**src/rtl/mem_arbiter.sv**
```systemverilog
// Shares one main-memory port between the I-cache and D-cache fill engines, one transaction at a time.
// Define ARB_RR_EN for a round-robin tie-break; the default build gives fixed D-over-I priority.
module mem_arbiter #(
  parameter int ADDR_W  = 32,
  parameter int LINE_W  = 128,
  parameter int TIMEOUT = 255
) (
  input  logic              clock,
  input  logic              reset,
  input  logic              ic_req,
  input  logic [ADDR_W-1:0] ic_addr,
  output logic              ic_ready,
  output logic [LINE_W-1:0] ic_rdata,
  input  logic              dc_req,
  input  logic              dc_we,
  input  logic [ADDR_W-1:0] dc_addr,
  input  logic [LINE_W-1:0] dc_wdata,
  output logic              dc_ready,
  output logic [LINE_W-1:0] dc_rdata,
  output logic              mem_req,
  output logic              mem_we,
  output logic [ADDR_W-1:0] mem_addr,
  output logic [LINE_W-1:0] mem_wdata,
  input  logic              mem_ack,
  input  logic [LINE_W-1:0] mem_rdata,
  output logic              busy,
  output logic              mem_err
);

  typedef enum logic [2:0] {
    IDLE   = 3'd0,
    GNT_I  = 3'd1,
    GNT_D  = 3'd2,
    RESP_I = 3'd3,
    RESP_D = 3'd4
  } state_t;

  localparam logic [7:0] TIMEOUT_C = 8'(TIMEOUT);
  localparam logic [7:0] ERR_AT_C  = 8'(TIMEOUT - 1);

  state_t              state_q, state_d;
  logic                mem_req_q, mem_req_d;
  logic                mem_we_q, mem_we_d;
  logic [ADDR_W-1:0]   mem_addr_q, mem_addr_d;
  logic [LINE_W-1:0]   mem_wdata_q, mem_wdata_d;
  logic                ic_ready_q, ic_ready_d;
  logic                dc_ready_q, dc_ready_d;
  logic [LINE_W-1:0]   ic_rdata_q, ic_rdata_d;
  logic [LINE_W-1:0]   dc_rdata_q, dc_rdata_d;
  logic                busy_q, busy_d;
  logic                err_q, err_d;
  logic [7:0]          cnt_q, cnt_d;
  logic                take_d;

`ifdef ARB_RR_EN
  logic                last_d_q, last_d_d;

  // On a tie the side that was not served last wins; last_d_q = 1 means D was served last.
  assign take_d = dc_req & (~ic_req | ~last_d_q);
`else
  assign take_d = dc_req;
`endif

  // Next-state and registered-output computation.
  always_comb begin
    state_d     = state_q;
    mem_req_d   = mem_req_q;
    mem_we_d    = mem_we_q;
    mem_addr_d  = mem_addr_q;
    mem_wdata_d = mem_wdata_q;
    ic_rdata_d  = ic_rdata_q;
    dc_rdata_d  = dc_rdata_q;
    err_d       = err_q;
    cnt_d       = cnt_q;
`ifdef ARB_RR_EN
    last_d_d    = last_d_q;
`endif

    case (state_q)
      IDLE: begin
        cnt_d = 8'd0;
        if (take_d) begin
          state_d     = GNT_D;
          mem_req_d   = 1'b1;
          mem_we_d    = dc_we;
          mem_addr_d  = dc_addr;
          mem_wdata_d = dc_wdata;
`ifdef ARB_RR_EN
          last_d_d    = 1'b1;
`endif
        end else if (ic_req) begin
          state_d     = GNT_I;
          mem_req_d   = 1'b1;
          mem_we_d    = 1'b0;
          mem_addr_d  = ic_addr;
          mem_wdata_d = {LINE_W{1'b0}};
`ifdef ARB_RR_EN
          last_d_d    = 1'b0;
`endif
        end else begin
          state_d = IDLE;
        end
      end
      GNT_I, GNT_D: begin
        if (mem_ack) begin
          state_d   = (state_q == GNT_D) ? RESP_D : RESP_I;
          mem_req_d = 1'b0;
          cnt_d     = 8'd0;
          if (state_q == GNT_I) begin
            ic_rdata_d = mem_rdata;
          end else if (!mem_we_q) begin
            dc_rdata_d = mem_rdata;
          end else begin
            dc_rdata_d = dc_rdata_q;
          end
        end else begin
          // The transaction keeps waiting after a timeout; the flag only reports it.
          if (cnt_q != TIMEOUT_C) begin
            cnt_d = cnt_q + 8'd1;
          end else begin
            cnt_d = cnt_q;
          end
          if (cnt_q >= ERR_AT_C) begin
            err_d = 1'b1;
          end else begin
            err_d = err_q;
          end
        end
      end
      RESP_I, RESP_D: begin
        state_d = IDLE;
      end
      default: begin
        state_d   = IDLE;
        mem_req_d = 1'b0;
        cnt_d     = 8'd0;
      end
    endcase

    ic_ready_d = (state_d == RESP_I);
    dc_ready_d = (state_d == RESP_D);
    busy_d     = (state_d != IDLE);
  end

  // State and output registers.
  always_ff @(posedge clock or posedge reset) begin
    if (reset) begin
      state_q     <= IDLE;
      mem_req_q   <= 1'b0;
      mem_we_q    <= 1'b0;
      mem_addr_q  <= {ADDR_W{1'b0}};
      mem_wdata_q <= {LINE_W{1'b0}};
      ic_ready_q  <= 1'b0;
      dc_ready_q  <= 1'b0;
      ic_rdata_q  <= {LINE_W{1'b0}};
      dc_rdata_q  <= {LINE_W{1'b0}};
      busy_q      <= 1'b0;
      err_q       <= 1'b0;
      cnt_q       <= 8'd0;
`ifdef ARB_RR_EN
      last_d_q    <= 1'b1;
`endif
    end else begin
      state_q     <= state_d;
      mem_req_q   <= mem_req_d;
      mem_we_q    <= mem_we_d;
      mem_addr_q  <= mem_addr_d;
      mem_wdata_q <= mem_wdata_d;
      ic_ready_q  <= ic_ready_d;
      dc_ready_q  <= dc_ready_d;
      ic_rdata_q  <= ic_rdata_d;
      dc_rdata_q  <= dc_rdata_d;
      busy_q      <= busy_d;
      err_q       <= err_d;
      cnt_q       <= cnt_d;
`ifdef ARB_RR_EN
      last_d_q    <= last_d_d;
`endif
    end
  end

  assign ic_ready  = ic_ready_q;
  assign ic_rdata  = ic_rdata_q;
  assign dc_ready  = dc_ready_q;
  assign dc_rdata  = dc_rdata_q;
  assign mem_req   = mem_req_q;
  assign mem_we    = mem_we_q;
  assign mem_addr  = mem_addr_q;
  assign mem_wdata = mem_wdata_q;
  assign busy      = busy_q;
  assign mem_err   = err_q;

endmodule

```
**config.mk**
```make
export PLATFORM = sky130hd
export DESIGN_NAME = mem_arbiter
export DESIGN_NICKNAME = d
export VERILOG_FILES = /design/src/rtl/mem_arbiter.sv
export SDC_FILE = /design/constraint.sdc
export NUM_CORES = 1
export LEC_CHECK = 0
export CAP_MARGIN = 10
export CORE_AREA = 2 2 292 294
export DETAILED_ROUTE_END_ITERATION = 10
export DIE_AREA = 0 0 294 296
export GPL_ROUTABILITY_DRIVEN = 1
export GPL_TIMING_DRIVEN = 0
export PLACE_DENSITY = 0.54
export SLEW_MARGIN = 20
export SYNTH_ARGS = -nofsm -noshare
export SYNTH_HDL_FRONTEND = slang
export SYNTH_SLANG_ARGS = --single-unit
```
**constraint.sdc**
```tcl
create_clock -name clock -period 32.7 [get_ports clock]
set_input_delay 4.905 -clock clock [delete_from_list [all_inputs] [get_ports clock]]
set_output_delay 4.905 -clock clock [all_outputs]
set_load 0.02 [all_outputs]
```
==> results_dict.tcl <==
set metrics [dict create \
    core-area_um2 84200 \
    yosysWarnings 0 \
    hold_violations 0 \
    yosys.area_share.simple 0.0201 \
    hpwlAfterDp_mm 44.6 \
    pre_cts_ws_ns 25.39 \
    cp_slowest_cell "clkdlybuf4s50_1" \
    grt_pass1_vias 13300 \
    path_class "reg -> out" \
    cp.depth 1 \
    pwr-share-comb 0.478 \
    start_kind "flop" \
    ys_dominant_reg_cell "dfrtp_1" \
    antenna_found_initial 3 \
    crit_path_end_kind "primary output" \
    cts_max_path_buffers 3 \
    fillerInstances 8290 \
    synth_top_cells_by_area "dfrtp_1 (66%), mux2_1 (17%), a22o_1 (7.4%), mux2i_1 (2.0%), buf_2 (1.3%)" \
    clk_pin_slew_ns 0.06 \
    outcome "finished, final reports clean" \
    peakVddDrop_uv 43.9 \
    firstDrtPassIters 4 \
    antennaDiodeCount 0 \
    dieHeight_um 296 \
    cts_resized 0 \
    synth.distinct_cells 41 \
    fin_crit_ns 6.68 \
    viasPerCell 4.06 \
    critical_path_arrival_ns 1.78 \
    fin_skew_ns 0.0165 \
    cts_sinks 433 \
    avgRoutedWirePerCell_um 19.2 \
    die-area_um2 87000 \
    crit_chain "clkdlybuf4s50_1" \
    hold_buffers 0 \
    busiest_layer "met2" \
    root_buffer "clkbuf_16" \
    die_w_um 294 \
    synth_area_um2 16400 \
    drive_above_1_share 0.0848 \
    synth_top_cell_by_area "dfrtp_1" \
    nNetsFinal 2176 \
    via_count 12100 \
    tns_ns 0 \
    setup_viol 0 \
    fmax_ghz 0.150 \
    multi_input_area_um2 5090 \
    routabilityCongestion 0.794 \
    drt_iter0_markers 293 \
    htreeDepth 2 \
    drt_wl_total_mm 57.1 \
    start_util 0.195 \
    p_clk_frac 0.194 \
    final_common_cell "clkdlybuf4s50_1" \
    ys_seq_area_frac 0.660 \
    worst_slew_pin_slew_ns 0.795 \
    synth_edf_count 0 \
    switching_power_w 0.00105 \
    fin_ws_ns 26.02 \
    gr-usage-met3 0.0410 \
    hp-class "reg -> reg" \
    grt_max_degree 105 \
    insertion_delay_ns 0.57 \
    track_usage 0.126 \
    worst_path_largest_cell_delay_ns 0.82 \
    path_buf_inv 1 \
    cts_tree "built" \
    maxCapViolations 0 \
    grt_pass1_wl_mm 84.0 \
    worst_ep_required_time_ns 27.79 \
    syn_inst 1048 \
    seq_power_share 0.328 \
    synth_xor_xnor_area_share 0.00160 \
    grt_util_met2 0.223 \
    postCtsSetupBuffers 0 \
    synth_area_per_cell_um2 15.7 \
    synthArstFlopShare 1.00 \
    synth_top_family_by_area "multiplexers" \
    grt_util_met1 0.139 \
    synth_top_area_frac 0.660 \
    top_level_ports 748 \
    maxSlewViolCount 0 \
    holdPathStages 1 \
    cts_buffers 49 \
    std_cell_rows 107 \
    synth_fa_ha_area_frac 0.00152 \
    syn_nets 1376 \
    r2r_cells 6 \
    port_buffers 745 \
    ant_nets 0 \
    post-route-period-util 0.204 \
    final_cell_mix "clkdlybuf4s50_1 (745), dfrtp_1 (433), mux2_1 (246)" \
    rsz0062_at_grt "false" \
    ys_ff_latch 433 \
    drc 0 \
    critPathMaxFanout 3 \
    p_leak_nw 11.4 \
    swShare 0.371 \
    slew_headroom 0.470 \
    critical-path-top-delay-family "buffers and inverters" \
    synth_compound_area_frac 0.0916 \
    regArea_um2 10800 \
    powerDensity_nw_per_um2 105 \
    area_growth_pct 64.3 \
    grt_overflow 0 \
    internal-power_w 0.00179 \
    muxShareOfSynthArea 0.195 \
]
[through the flow]
step / cells / power (W) / util / instance area (µm²) / hold WS (ns)
after global routing: 2977 / 0.00300 / 0.320 / 27000 / 0.495
after CTS: 2977 / 0.00289 / 0.320 / 27000 / 0.483
after global placement: 2883 / 0.00230 / 0.300 / 25200 / 0.467
after detailed placement: 2887 / 0.00232 / 0.301 / 25300 / 0.461
after floorplan: 1048 / 0.00158 / - / 16400 / 0.467
final: 2977 / 0.00284 / 0.320 / 27000 / 0.479
[worst paths after layout]
kind	startpoint	end	slack (ns)
worst min register to register	mem_err	mem_err	0.48
worst max register to register	state_q[0]	ic_rdata[111]	30.19
max in group asynchronous	reset	mem_wdata[107]	26.40
min in group asynchronous	reset	ic_rdata[57]	4.82
worst max-delay path	mem_we	mem_we	26.02
worst min-delay path	mem_err	mem_err	0.48
[power groups by stage]
stage               Clock [W]  Combinational [W]  Sequential (W)
detailed placement          0            0.00138        0.000938
floorplan                   0           0.000362         0.00122
global placement            0            0.00137        0.000933
global route         0.000598            0.00144        0.000964
finish               0.000553            0.00136        0.000932
CTS                  0.000575            0.00138        0.000936
[final cells by class]
cell class | instances | share of cell area
flip-flops and latches | 433 | 0.402
multi-input cells | 540 | 0.189
repair buffers | 749 | 0.281
plain buffers | 71 | 0.0176
well taps | 1090 | 0.0506
clock buffers | 80 | 0.0550
clock inverters | 10 | 0.00506
inverters | 4 | 0.000835
[synth_stat cells, drive strengths merged (4+ instances only)]
library cell / count
nand2: 36
dfrtp: 433
mux2i: 32
nor2: 6
o21ai: 34
a22o: 139
nor3: 4
mux2: 256
clkbuf: 5
buf: 66
inv: 4
[cells by family (layout without fill, tap and decap cells)]
logic type / after synthesis / count (layout)
fa+ha+maj: 2 / 2
xor+xnor: 3 / 3
flops: 433 / 433
mux: 288 / 288
buf+inv: 75 / 914
simple gates: 63 / 63
compound gates: 184 / 184
[sequential cells by signal (all words and copies together), names as in the netlist]
name,cells
busy,1
cnt_q,8
dc_rdata,128
dc_ready,1
ic_rdata,128
ic_ready,1
mem_addr,32
mem_err,1
mem_req,1
mem_wdata,128
mem_we,1
state_q,3
[metal layers]
layer | up-vias | routed length [µm]
li1 | 5417 | -
met1 | 5992 | 21400
met2 | 579 | 28600
met3 | 108 | 4920
met4 | 2 | 2130
met5 | - | 11
Power figures use the tool's default switching activity.
